## config.mk

```make
export PLATFORM = sky130hd
export DESIGN_NAME = mux_2x1
export DESIGN_NICKNAME = d
export VERILOG_FILES = /design/src/rtl/mux_2x1_pkg.sv /design/src/rtl/mux_2x1_sw_cnt.sv /design/src/rtl/mux_2x1.sv
export SDC_FILE = /design/constraint.sdc
export NUM_CORES = 1
export LEC_CHECK = 0
export BUFFER_PORTS_ARGS = -buffer_cell sky130_fd_sc_hd__buf_4
export CAP_MARGIN = 20
export CELL_PAD_IN_SITES_DETAIL_PLACEMENT = 1
export CELL_PAD_IN_SITES_GLOBAL_PLACEMENT = 2
export CORE_MARGIN = 2
export CORE_UTILIZATION = 22
export CTS_CLUSTER_SIZE = 25
export DETAILED_ROUTE_END_ITERATION = 7
export PLACE_DENSITY_LB_ADDON = 0.2
export SETUP_SLACK_MARGIN = 0.15
export SLEW_MARGIN = 10
export SYNTH_ARGS = -nofsm -noshare
export SYNTH_HDL_FRONTEND = slang
export SYNTH_SLANG_ARGS = --single-unit
```

## constraint.sdc

```tcl
create_clock -name clk -period 2.4 [get_ports clk]
set_input_delay 0.72 -clock clk [delete_from_list [all_inputs] [get_ports clk]]
set_output_delay 0.72 -clock clk [all_outputs]
set_load 0.1 [all_outputs]
```

## src/rtl/mux_2x1_pkg.sv

```systemverilog
// Shared constants for the mux_2x1 slice: default data width and the
// switch-counter width/saturation value used when MUX_2X1_SWITCH_CNT_EN is defined.
package mux_2x1_pkg;

  localparam int DEFAULT_WIDTH = 8;

  localparam int SW_CNT_W = 16;
  localparam logic [SW_CNT_W-1:0] SW_CNT_MAX = {SW_CNT_W{1'b1}};

  // Saturating increment: sticks at SW_CNT_MAX instead of wrapping to zero.
  function automatic logic [SW_CNT_W-1:0] sat_inc(input logic [SW_CNT_W-1:0] v);
    return (v == SW_CNT_MAX) ? v : v + 1'b1;
  endfunction

endpackage

```

## src/rtl/mux_2x1_sw_cnt.sv

```systemverilog
// Saturating count of registered select switches; only instantiated by
// mux_2x1 when MUX_2X1_SWITCH_CNT_EN is defined.
module mux_2x1_sw_cnt
  import mux_2x1_pkg::*;
(
  input  logic                clk,
  input  logic                rst,
  input  logic                en,
  input  logic                sel,
  input  logic                sel_q,
  output logic [SW_CNT_W-1:0] cnt
);

  // A switch is a capture whose new select differs from the one held in sel_q.
  logic is_switch;
  assign is_switch = en && (sel != sel_q);

  always_ff @(posedge clk) begin
    if (rst) begin
      cnt <= '0;
    end else if (is_switch) begin
      cnt <= sat_inc(cnt);
    end
  end

endmodule

```

## src/rtl/mux_2x1.sv

```systemverilog
// N-bit 2-to-1 mux with combinational output y and an enable-gated registered
// copy (y_q/sel_q). Define MUX_2X1_SWITCH_CNT_EN to add the switch_cnt output.
module mux_2x1
  import mux_2x1_pkg::*;
#(
  parameter int N = DEFAULT_WIDTH
) (
  input  logic                clk,
  input  logic                rst,
  input  logic [N-1:0]        a,
  input  logic [N-1:0]        b,
  input  logic                sel,
  input  logic                en,
  output logic [N-1:0]        y,
  output logic [N-1:0]        y_q,
  output logic                sel_q
`ifdef MUX_2X1_SWITCH_CNT_EN
  ,
  output logic [SW_CNT_W-1:0] switch_cnt
`endif
);

  // y never depends on clk, rst or en.
  always_comb begin
    y = sel ? b : a;
  end

  always_ff @(posedge clk) begin
    if (rst) begin
      y_q   <= '0;
      sel_q <= 1'b0;
    end else if (en) begin
      y_q   <= y;
      sel_q <= sel;
    end
  end

`ifdef MUX_2X1_SWITCH_CNT_EN
  mux_2x1_sw_cnt u_sw_cnt (
    .clk   (clk),
    .rst   (rst),
    .en    (en),
    .sel   (sel),
    .sel_q (sel_q),
    .cnt   (switch_cnt)
  );
`endif

endmodule

```

==> results.md <==
- The run finished with clean final reports.
- Subtracting the final worst setup slack from the clock period gives ~2200 ps.
- Of all nets on the critical path, the largest fanout is 9.
- The initial antenna violation count is 0.
- With fillers left out, the area of the finished cells amounts to between 700 and 800 um2.
- Setup repair after global routing left no endpoint under its margin.
- After clock tree synthesis, the repair step resized 0 gates.
- The final antenna-violating net count is 0.
- Measured against its own limit, the worst slew margin works out to between 80% and 90%.
- After technology mapping, the gate count stands at 38.
- VDD sags by at most 0.000264 V.
- The global-route total usage across every layer is 10.8%.
- The number of global-route vias before repair is 436.
- At the end of the flow, the number of nets in the layout was between 90 and 100.
- The total of flip-flops plus latches after synthesis is 9.
- In the routed design, unresolved DRC markers number 0.
- For this configuration, the core starts out at a cell density of 23.7%.
- For the worst-skew pair, the clock arrives at the later sink with an insertion delay of about 250 ps.
- The final clock period utilization by the worst path is 91.3%.
- The area after detailed placement is approximately 760 um2.
- The sequential element share of the synthesized area is between 30% and 40%.
- The total nets after synthesis is just under 60.
- CTS built an H-tree with a depth of 1.
- Before antenna repair, the detailed router went through 2 iterations.
- The TritonCTS clock tree is built.
- The total of warnings raised by yosys is 0.
- The library cells used most frequently in the layout, excluding fill and tap cells, are buf_4, dfxtp_1, mux2_4, o21ba_2, o21a_1.
- The post-CTS setup buffer count is 0.
- The critical path class is in2out.
- The setup clock skew after layout is 0 ps.
- The count of pins over their slew limit is 0.
- The first-pass GRT wire length is 2050 um.
- Routability-driven placement finished with a final weighted congestion of ~0.65.
- The worst setup path is captured at a primary output.
- After clock tree synthesis, the clock-pin slew on the worst setup and hold paths is around 60 ps.
- The analysis attributes to cell leakage a power of just under 0.0004 uW.
- The number of unique standard cell types used by synthesis is 9.
- The TritonCTS buffer count is 3.
- The data required time at the worst endpoint is around 1700 ps.
- The area growth from synthesis to layout is 66.2%.
- The count of fill cells added during filler insertion is between 200 and 300.
- The die width is about 50 um.
- Setup violations remaining at the end of the flow were counted as 0.
- The worst path setup slack after routing is between 200 and 250 ps.
- The final layout contains routed wiring with a total length of ~1300 um.
- Port buffering added 36 buffers.
- No sink is reached through more buffers than the 2 on the longest clock path.
- The sum of negative setup slack is 0 ps.
- Row generation in the floorplan step produced 16 rows.
- Dividing the synthesized area by the synthesized cell count gives 12.5 um2.
- OpenSTA, run right after detailed placement, puts the worst setup slack at between 200 and 250 ps.
- The I/O pin count is 37.
- The number of vias per cell after detailed routing is between 4 and 5.
- The slew at the pin closest to its max-slew limit is between 200 and 300 ps.
- Buffers inserted to repair hold after CTS numbered 0.
- Measured along the y axis, the die boundary spans approximately 50 um.
- The total congestion overflow after global routing is 0.
- The violation count after the first detailed-route iteration is 5.
- The number of failing hold endpoints at the final stage is 0.
- The startpoint type of the worst setup path is an input port.
- For this design, the sink count on the clock tree is 9.
- The tree is rooted in a clkbuf_4.
- Leaving out fill and tap cells, the most frequent cell in the layout is buf_4.
- The fraction of final layout cells with drive strength greater than 1 is slightly above 70%.
- The number of antenna repair diodes is 0.
- Data arrives at the worst endpoint at 1470 ps.
- Timing would allow up to 0.456 GHz.
- The final route contains 440 vias.
- The pin count of the biggest net entering global routing is 11.
- The core region is 0.00200 mm2.
- The die area is between 0.002 and 0.003 mm2.
- The power per unit of standard cell area is between 700 and 800 mW/mm2.
- In the final routed layout, each cell accounts on average for 12.5 um.
- The type of the worst min-delay path is reg2reg.
- Across the run, the number of max-cap violations was 0.
- The synthesized netlist occupies a cell area of between 400 and 500 um2.
==> registers in the layout, summed over array words and instances, names as in the netlist <==
name and count:
sel_q 1, y_q 8
==> per-stage QoR <==
step | instances | power (uW) | util (%) | hold slack, ps
2_1_floorplan | 38 | 377 | - | 792
3_3_place_gp | 99 | 438 | 38.1 | 495
3_5_place_dp | 99 | 439 | 38.1 | 511
4_1_cts | 103 | 562 | 39.4 | 527
5_1_grt | 103 | 583 | 39.4 | 567
6_report | 103 | 553 | 39.4 | 516
==> cells in the mapped netlist, drive strengths merged <==
master | count | area (um2)
mux2i | 1 | 10.0
o21ba | 8 | 80.1
o21a | 8 | 60.1
nor2 | 1 | 3.75
dfxtp | 9 | 180
inv | 1 | 3.75
buf | 2 | 16.3
mux2 | 8 | 120
==> worst max-delay path, cell delays in order <==
cell and delay (ps):
buf_4 180, mux2_4 330, buf_4 230
==> cell type report <==
| class | instances | area, um2 | area share (%) |
|---|---|---|---|
| multi-input combinational | 26 | 274 | 34.8 |
| timing repair buffer | 36 | 270 | 34.3 |
| sequential | 9 | 180 | 22.9 |
| tap | 27 | 33.8 | 4.29 |
| clock buffer | 4 | 26.3 | 3.33 |
| inverter | 1 | 3.75 | 0.476 |
==> final timing paths <==
kind,from,endpoint,slack [ps],cells past startpoint
setup reg to reg,y_q[1]$_SDFFE_PP0P_,y_q[1]$_SDFFE_PP0P_,1700,2
setup / recovery,sel,y[4],210,3
hold / removal,sel_q$_SDFFE_PP0P_,sel_q$_SDFFE_PP0P_,520,2
hold reg to reg,sel_q$_SDFFE_PP0P_,sel_q$_SDFFE_PP0P_,520,2
==> power breakdown <==
group / switching, uW / internal, uW / total, uW
registers: 5.38 / 160 / 166
logic: 190 / 78.1 / 268
clock network: 54.8 / 64.1 / 119
total: 250 / 303 / 553
==> kinds of logic after synthesis <==
group	after synthesis	synth area share (%)
buf+inv	3	4.22
flops	9	38.0
simple gates	1	0.791
mux	9	27.4
compound gates	16	29.6
==> per-layer routing <==
layer  vias to the layer above  track usage [%]  wire, um
li1                        214                -         -
met2                        24             17.3       646
met4                         0             5.41        19
met5                         -                0         0
met1                       200             13.0       525
met3                         2             3.27        98
Power figures use the tool's default switching activity.
